**src/rtl/psum_acc_quant_if.sv**
```systemverilog
// Stream bundle between the PE column, the partial-sum accumulator/quantizer
// and the output buffer writer.
//
// Signals:
//   psum_valid / psum_ready  partial-sum handshake (upstream -> block)
//   psum_in                  signed 32-bit partial sum
//   psum_first / psum_last   pass markers travelling with the partial sum
//   bias / shift / relu_en   quantization controls, used with a last-pass psum
//   out_valid / out_ready    int8 result handshake (block -> output writer)
//   out_data                 signed int8 result at the FIFO head
//
// Modports:
//   master  the side that produces partial sums and consumes results
//   slave   the accumulator/quantizer block itself
interface psum_acc_quant_if;
    logic               psum_valid;
    logic               psum_ready;
    logic signed [31:0] psum_in;
    logic               psum_first;
    logic               psum_last;
    logic signed [31:0] bias;
    logic        [4:0]  shift;
    logic               relu_en;
    logic               out_valid;
    logic               out_ready;
    logic        [7:0]  out_data;

    modport master (
        output psum_valid, psum_in, psum_first, psum_last,
        output bias, shift, relu_en, out_ready,
        input  psum_ready, out_valid, out_data
    );

    modport slave (
        input  psum_valid, psum_in, psum_first, psum_last,
        input  bias, shift, relu_en, out_ready,
        output psum_ready, out_valid, out_data
    );
endinterface

```
**src/rtl/psum_acc_quant.sv**
```systemverilog
// Partial-sum accumulator and int8 quantizer behind a PE systolic column.
//
// Partial sums are accumulated per output position across input-channel
// passes. On a last-pass partial sum the finished sum goes through bias add,
// round-half-up arithmetic right shift, optional ReLU and int8 clipping, and
// the result is queued in a first-word-fall-through output FIFO.
//
// Ports:
//   clk        clock
//   rst        asynchronous reset, active low
//   clr        synchronous clear of index, pipeline, FIFO and sat_flag
//   bus        psum_acc_quant_if.slave stream bundle (see interface file)
//   pass_done  one-cycle pulse after the last accumulator entry is written
//   sat_flag   sticky flag, set by any 32-bit saturation
module psum_acc_quant #(
    parameter int N_ACC      = 16,
    parameter int FIFO_DEPTH = 8
) (
    input  logic            clk,
    input  logic            rst,
    input  logic            clr,
    psum_acc_quant_if.slave bus,
    output logic            pass_done,
    output logic            sat_flag
);

    localparam int IW = (N_ACC > 1) ? $clog2(N_ACC) : 1;
    localparam int PW = (FIFO_DEPTH > 1) ? $clog2(FIFO_DEPTH) : 1;
    // Wide enough to hold FIFO count plus the two in-flight pipeline items.
    localparam int CW = PW + 2;

    localparam logic [IW-1:0]      IDX_LAST = IW'(N_ACC - 1);
    localparam logic [CW-1:0]      DEPTH_C  = CW'(FIFO_DEPTH);
    localparam logic signed [31:0] MAX32    = 32'sh7FFF_FFFF;
    localparam logic signed [31:0] MIN32    = 32'sh8000_0000;

    logic [IW-1:0]      idx;
    logic signed [31:0] acc [N_ACC];

    logic               s1_valid;
    logic signed [31:0] s1_sum;
    logic signed [31:0] s1_bias;
    logic [4:0]         s1_shift;
    logic               s1_relu;

    logic               s2_valid;
    logic [7:0]         s2_data;

    logic [7:0]         fifo_mem [FIFO_DEPTH];
    logic [PW-1:0]      rd_ptr;
    logic [PW-1:0]      wr_ptr;
    logic [CW-1:0]      count;

    logic [CW-1:0]      pend;
    logic               accept;
    logic               push;
    logic               pop;

    // Readiness looks only at registered state, so every accepted last-pass
    // item already owns a FIFO slot by the time it reaches the push point.
    assign pend           = CW'(s1_valid) + CW'(s2_valid);
    assign bus.psum_ready = (count + pend) < DEPTH_C;
    assign accept         = bus.psum_valid && bus.psum_ready && !clr;

    // Stage-1 arithmetic: overwrite on first pass, otherwise saturating add.
    logic signed [31:0] acc_cur;
    logic        [32:0] acc_sum33;
    logic               acc_ovf;
    logic signed [31:0] acc_new;
    logic               acc_sat_hit;

    assign acc_cur   = acc[idx];
    assign acc_sum33 = {acc_cur[31], acc_cur} + {bus.psum_in[31], bus.psum_in};
    assign acc_ovf   = acc_sum33[32] ^ acc_sum33[31];

    always_comb begin
        acc_new     = bus.psum_in;
        acc_sat_hit = 1'b0;
        if (!bus.psum_first) begin
            if (acc_ovf) begin
                acc_new     = acc_sum33[32] ? MIN32 : MAX32;
                acc_sat_hit = 1'b1;
            end else begin
                acc_new = acc_sum33[31:0];
            end
        end
    end

    // Stage-2 arithmetic: saturating bias add, then rounding shift in 33 bits
    // so the rounding constant can never overflow the biased value.
    logic        [32:0] bias_sum33;
    logic               bias_ovf;
    logic signed [31:0] v_biased;
    logic        [4:0]  shift_m1;
    logic        [32:0] round_bit;
    logic signed [32:0] v_ext;
    logic signed [32:0] v_round;
    logic signed [32:0] v_shifted;
    logic signed [32:0] v_relu;
    logic        [7:0]  q_data;

    assign bias_sum33 = {s1_sum[31], s1_sum} + {s1_bias[31], s1_bias};
    assign bias_ovf   = bias_sum33[32] ^ bias_sum33[31];
    assign v_biased   = bias_ovf ? (bias_sum33[32] ? MIN32 : MAX32) : bias_sum33[31:0];
    assign shift_m1   = s1_shift - 5'd1;
    assign round_bit  = 33'd1 << shift_m1;
    assign v_ext      = {v_biased[31], v_biased};
    assign v_round    = v_ext + $signed(round_bit);
    assign v_shifted  = (s1_shift == 5'd0) ? v_ext : (v_round >>> s1_shift);

    always_comb begin
        v_relu = v_shifted;
        if (s1_relu && v_shifted[32]) begin
            v_relu = '0;
        end
        if (v_relu > 33'sd127) begin
            q_data = 8'h7F;
        end else if (v_relu < -33'sd128) begin
            q_data = 8'h80;
        end else begin
            q_data = v_relu[7:0];
        end
    end

    // Accumulator bank and position index. clr rewinds the index but keeps
    // the stored sums, so the following pass is expected to start with
    // psum_first.
    always_ff @(posedge clk or negedge rst) begin
        if (!rst) begin
            for (int i = 0; i < N_ACC; i++) begin
                acc[i] <= '0;
            end
            idx       <= '0;
            pass_done <= 1'b0;
        end else if (clr) begin
            idx       <= '0;
            pass_done <= 1'b0;
        end else begin
            pass_done <= accept && (idx == IDX_LAST);
            if (accept) begin
                acc[idx] <= acc_new;
                idx      <= (idx == IDX_LAST) ? '0 : idx + IW'(1);
            end
        end
    end

    // Two-stage quantize pipeline and the sticky saturation flag.
    always_ff @(posedge clk or negedge rst) begin
        if (!rst) begin
            s1_valid <= 1'b0;
            s1_sum   <= '0;
            s1_bias  <= '0;
            s1_shift <= '0;
            s1_relu  <= 1'b0;
            s2_valid <= 1'b0;
            s2_data  <= '0;
            sat_flag <= 1'b0;
        end else if (clr) begin
            s1_valid <= 1'b0;
            s2_valid <= 1'b0;
            sat_flag <= 1'b0;
        end else begin
            s1_valid <= accept && bus.psum_last;
            if (accept && bus.psum_last) begin
                s1_sum   <= acc_new;
                s1_bias  <= bus.bias;
                s1_shift <= bus.shift;
                s1_relu  <= bus.relu_en;
            end
            s2_valid <= s1_valid;
            if (s1_valid) begin
                s2_data <= q_data;
            end
            if ((accept && acc_sat_hit) || (s1_valid && bias_ovf)) begin
                sat_flag <= 1'b1;
            end
        end
    end

    // Output FIFO. A push never finds it full without a matching pop, because
    // of the reservation made by psum_ready.
    assign push = s2_valid;
    assign pop  = bus.out_valid && bus.out_ready;

    always_ff @(posedge clk or negedge rst) begin
        if (!rst) begin
            for (int i = 0; i < FIFO_DEPTH; i++) begin
                fifo_mem[i] <= '0;
            end
            rd_ptr <= '0;
            wr_ptr <= '0;
            count  <= '0;
        end else if (clr) begin
            rd_ptr <= '0;
            wr_ptr <= '0;
            count  <= '0;
        end else begin
            if (push) begin
                fifo_mem[wr_ptr] <= s2_data;
                wr_ptr           <= wr_ptr + PW'(1);
            end
            if (pop) begin
                rd_ptr <= rd_ptr + PW'(1);
            end
            case ({push, pop})
                2'b10:   count <= count + CW'(1);
                2'b01:   count <= count - CW'(1);
                default: count <= count;
            endcase
        end
    end

    assign bus.out_valid = (count != '0);
    assign bus.out_data  = fifo_mem[rd_ptr];

endmodule
```
**src/flat_wrapper.sv**
```systemverilog
// flat-port wrapper written by rule: the top's interface ports become plain ports
module psum_acc_quant_flat 
#(
    parameter int N_ACC      = 16,
    parameter int FIFO_DEPTH = 8
)
  (clk, rst, clr, pass_done, sat_flag, bus_psum_valid, bus_psum_in, bus_psum_first, bus_psum_last, bus_bias, bus_shift, bus_relu_en, bus_out_ready, bus_psum_ready, bus_out_valid, bus_out_data);
  psum_acc_quant_if bus_i ();
  input  logic clk;
  input  logic rst;
  input  logic clr;
  output logic pass_done;
  output logic sat_flag;
  input wire logic [$bits(bus_i.psum_valid)-1:0] bus_psum_valid;
  input wire logic [$bits(bus_i.psum_in)-1:0] bus_psum_in;
  input wire logic [$bits(bus_i.psum_first)-1:0] bus_psum_first;
  input wire logic [$bits(bus_i.psum_last)-1:0] bus_psum_last;
  input wire logic [$bits(bus_i.bias)-1:0] bus_bias;
  input wire logic [$bits(bus_i.shift)-1:0] bus_shift;
  input wire logic [$bits(bus_i.relu_en)-1:0] bus_relu_en;
  input wire logic [$bits(bus_i.out_ready)-1:0] bus_out_ready;
  output wire logic [$bits(bus_i.psum_ready)-1:0] bus_psum_ready;
  output wire logic [$bits(bus_i.out_valid)-1:0] bus_out_valid;
  output wire logic [$bits(bus_i.out_data)-1:0] bus_out_data;
  assign bus_i.psum_valid = bus_psum_valid;
  assign bus_i.psum_in = bus_psum_in;
  assign bus_i.psum_first = bus_psum_first;
  assign bus_i.psum_last = bus_psum_last;
  assign bus_i.bias = bus_bias;
  assign bus_i.shift = bus_shift;
  assign bus_i.relu_en = bus_relu_en;
  assign bus_i.out_ready = bus_out_ready;
  assign bus_psum_ready = bus_i.psum_ready;
  assign bus_out_valid = bus_i.out_valid;
  assign bus_out_data = bus_i.out_data;
  psum_acc_quant #(.N_ACC(N_ACC), .FIFO_DEPTH(FIFO_DEPTH)) u_core (.clk(clk), .rst(rst), .clr(clr), .bus(bus_i), .pass_done(pass_done), .sat_flag(sat_flag));
endmodule
```
**config.mk**
```make
export PLATFORM = sky130hd
export DESIGN_NAME = psum_acc_quant_flat
export DESIGN_NICKNAME = d
export VERILOG_FILES = /design/src/rtl/psum_acc_quant_if.sv /design/src/rtl/psum_acc_quant.sv /design/src/flat_wrapper.sv
export SDC_FILE = /design/constraint.sdc
export NUM_CORES = 2
export LEC_CHECK = 0
export ABC_AREA = 1
export BUFFER_PORTS_ARGS = -buffer_cell sky130_fd_sc_hd__buf_4
export CORE_MARGIN = 2
export CORE_UTILIZATION = 28
export CTS_BUF_LIST = sky130_fd_sc_hd__clkbuf_8
export CTS_CLUSTER_SIZE = 40
export DETAILED_ROUTE_END_ITERATION = 7
export PLACE_DENSITY = 0.49
export SYNTH_ARGS = -nofsm -noshare
export SYNTH_HDL_FRONTEND = slang
export SYNTH_SLANG_ARGS = --single-unit
```
**constraint.sdc**
```tcl
create_clock -name clk -period 7.48 [get_ports clk]
set_clock_uncertainty 0.15 [all_clocks]
set_input_delay 0.748 -clock clk [delete_from_list [all_inputs] [get_ports clk]]
set_output_delay 0.748 -clock clk [all_outputs]
set_load 0.05 [all_outputs]
```
==> results.py <==
metrics = {
    "run_status": {
        "status": "finished, final reports clean",
    },
    "synth": {
        "synth_cells": 5676,
        "synth_compound_area_share_pct": 14.0,
        "synthSimpleGateAreaFrac_pct": 31.9,
        "synthAdderAreaFrac_pct": 3.63,
        "synth_edf_count": 0,
        "synth_nets": 5867,
        "synth_xor_area_share_pct": 1.22,
        "ys_ff_latch": 673,
        "synth_mux_area_share_pct": 0.0499,
        "synthArstFlopShare_pct": 100,
        "synth.cell_area_sq_um": 40100,
        "synth_top_family_by_area": "simple AND/OR/NAND/NOR gates",
        "synth-warning-count": 0,
        "avgSynthCellArea_sq_um": 7.07,
        "synth-seq-area-share_pct": 42.0,
        "synth_cell_types": 63,
        "ys.flop_type": "dfrtp_1",
    },
    "min_path": {
        "hold_path.class": "input pin to flip-flop",
    },
    "clocking": {
        "htreeDepth": 4,
        "cts_tree": "done",
        "path_clk_slew_ps": 60,
        "cts_root_buf": "clkbuf_8",
        "clock_sinks": 673,
        "cts_setup_buffers": 0,
        "cts_buffers": 130,
        "clk_latency_ps": 850,
        "ctsLongestPathBuffers": 3,
    },
    "sta": {
        "maxSlewHeadroom_pct": 22.0,
        "setup_viol": 0,
        "period_minus_slack_ps": 6890,
        "fmaxAchievable_mhz": 145,
        "finalHoldViolations": 0,
        "grt_setup_unrepaired": "false",
        "timing.hold.ws_ps": 38.9,
        "worstMarginPinSlew_ps": 1170,
        "fin_crit_sh_pct": 92.1,
        "slew_viol_final": 0,
        "final.setup.tns_ps": 0,
    },
    "floorplanning": {
        "start_util_pct": 28.3,
        "rows": 138,
        "dieHeight_um": 382,
        "die_x_um": 382,
        "core_sq_um": 142000,
        "ios": 89,
        "die-area_sq_um": 146000,
    },
    "drt": {
        "routed_via_density": 5.08,
        "drc_errors": 0,
        "ant_nets": 0,
        "vias": 39000,
        "drt_iter0_markers": 4057,
        "wl_per_cell_um": 21.2,
        "routed_wirelength_um": 163000,
        "drt_pass1_iterations": 6,
    },
    "finish": {
        "area_growth_syn_to_layout_pct": 13.5,
        "final_core_util_pct": 32.1,
        "post-route-cell-area_sq_um": 45500,
        "nets": 5879,
        "regArea_sq_um": 16800,
        "n_fill_cell": 15600,
        "layout-drive-gt1-share_pct": 9.18,
        "multiInputGateArea_sq_um": 20600,
    },
    "worst_setup_path": {
        "max_stage_delay_ps": 440,
        "crit_top_cell": "nand2_1",
        "cp-start-kind": "flip-flop",
        "setup.worst_path.class": "flip-flop to flip-flop",
        "endpoint_kind": "flip-flop",
        "cp_max_fo": 23,
        "critical-path-slowest-cell": "fa_1",
        "arrival_ps": 7450,
        "cp.required_ps": 8030,
    },
    "placement": {
        "place.gp.congestion": 0.931,
        "hpwl_um": 106000,
        "dpl_cell_area_sq_um": 42500,
        "port_buffers": 88,
    },
    "global_routing": {
        "grt-ovfl-total": 0,
        "grt_max_degree": 174,
        "grt_pass1_wl_um": 244000,
        "grt_pass1_vias": 37500,
        "antenna_found_initial": 5,
        "grt_usage_pct": 22.0,
    },
    "run": {
        "maxCapViolCount": 0,
    },
}
cell type report:
cell class | count | area share, %
flip-flops and latches | 673 | 37.0
multi-input cells | 4302 | 45.2
clock inverters | 65 | 0.858
well taps | 1890 | 5.20
clock buffers | 162 | 4.90
diodes | 2 | 0.0110
repair buffers | 204 | 3.68
inverters | 377 | 3.15
logic make-up after synthesis:
logic type               count (synthesis)
AND/OR/NAND/NOR                       3156
adder cells (fa/ha/maj)                114
buffers and inverters                  701
XOR/XNOR                                56
multiplexers                             2
AO/OA/AOI/OAI                          974
flip-flops                             673
path summary, 6_finish.rpt:
check	from	depth (start not counted)	endpoint	slack, ps
worst max-delay path	u_core.s1_bias[5]$_DFFE_PN0P_	47	u_core.s2_data[0]$_DFFE_PN0P_	590
worst min-delay path	bus_bias[14]	3	u_core.s1_bias[14]$_DFFE_PN0P_	40
worst max register to register	u_core.s1_bias[5]$_DFFE_PN0P_	47	u_core.s2_data[0]$_DFFE_PN0P_	590
worst min register to register	u_core.acc[83]$_DFFE_PN0P_	2	u_core.acc[83]$_DFFE_PN0P_	320
max in group asynchronous	rst	4	u_core.acc[88]$_DFFE_PN0P_	4960
min in group asynchronous	rst	2	u_core.s1_shift[2]$_DFFE_PN0P_	340
layer usage:
| layer | up-vias | track usage [%] | routed length, um |
|---|---|---|---|
| li1 | 18500 | - | - |
| met1 | 18800 | 31.1 | 74400 |
| met2 | 1424 | 33.9 | 72000 |
| met3 | 282 | 3.66 | 11100 |
| met4 | 2 | 7.37 | 5320 |
| met5 | - | 0 | 13 |
placed cells by master, fill, tap and decap left out, types with 5 or more instances in the layout:
cell,Yosys,routed
nor2_1,536,517
inv_1,356,385
nor4_1,9,8
o21ai_1,7,7
clkinv_2,0,13
o21ai_2,22,22
dfrtp_1,673,671
o21bai_1,5,5
or4_1,6,6
a21o_1,7,7
o22ai_1,109,109
nor2_2,7,10
nand3_1,426,416
clkinvlp_4,0,6
o211ai_1,17,17
nor3_1,14,13
xor2_1,35,35
dlygate4sd3_1,0,27
buf_12,1,5
nand2_1,2057,2056
a21oi_1,205,203
clkinv_1,7,12
a31oi_1,83,82
nand4_1,42,42
a21oi_2,3,5
xnor2_1,21,21
buf_4,13,170
inv_2,12,13
o32ai_1,8,8
nand2_2,22,23
or2_2,21,21
nand3_2,5,15
o21ai_4,15,15
o21ai_0,465,465
clkbuf_8,0,162
nor2_4,2,18
ha_1,110,110
synth_stat cells, drive strengths merged, types with 8 or more instances:
cell type  number  area (sq um)
dfrtp         673         16800
inv           370          1390
xnor2          21           184
xor2           35           307
nand4          42           263
or2            21           131
nor4           10          68.8
ha            110          1380
buf            93           634
a31oi          83           519
nand2        2079          7860
nor3           17           100
o211ai         17           128
nand3         431          2180
o32ai           8          70.1
a21oi         209          1070
o22ai         109           682
nor2          546          2100
o21ai         509          2800
clkbuf        231           867
metrics by stage:
stage	setup WS [ps]	cells
floorplan	1400	5676
global placement	421	7419
detailed placement	395	7419
CTS	391	7673
global route	8.80	7675
finish	587	7675
sequential cells by signal, indices dropped and copies added, names as in the netlist:
register and count:
u_core.idx 4, u_core.s1_bias 32, u_core.rd_ptr 3, u_core.s2_data 8, u_core.sat_flag 1, u_core.s1_relu 1, u_core.pass_done 1, u_core.push 1
u_core.count 5, u_core.acc 512, u_core.wr_ptr 3, u_core.fifo_mem 64, u_core.s1_shift 5, u_core.s1_sum 32, u_core.s1_valid 1
what timing repair did:
action	in CTS	in global routing
endpoints found under the hold margin	98	0
resized for setup	0	20
setup endpoints to repair	0	7
hold buffers	27	0
worst max-delay path, delay by kind of cell (launching register included):
kind                       cells  cell delay (ps)
and+or+nand+nor               30             2870
buffers and inverters          6              770
adders and majority gates      4             1450
DFF                            1              430
AOI/OAI and AO/OA              6              830
xor gates and xnor gates       1              240
Power is left out: the tool's default activity adds up to more than one toggle a clock period on the data nets, which glitch-free logic cannot reach.
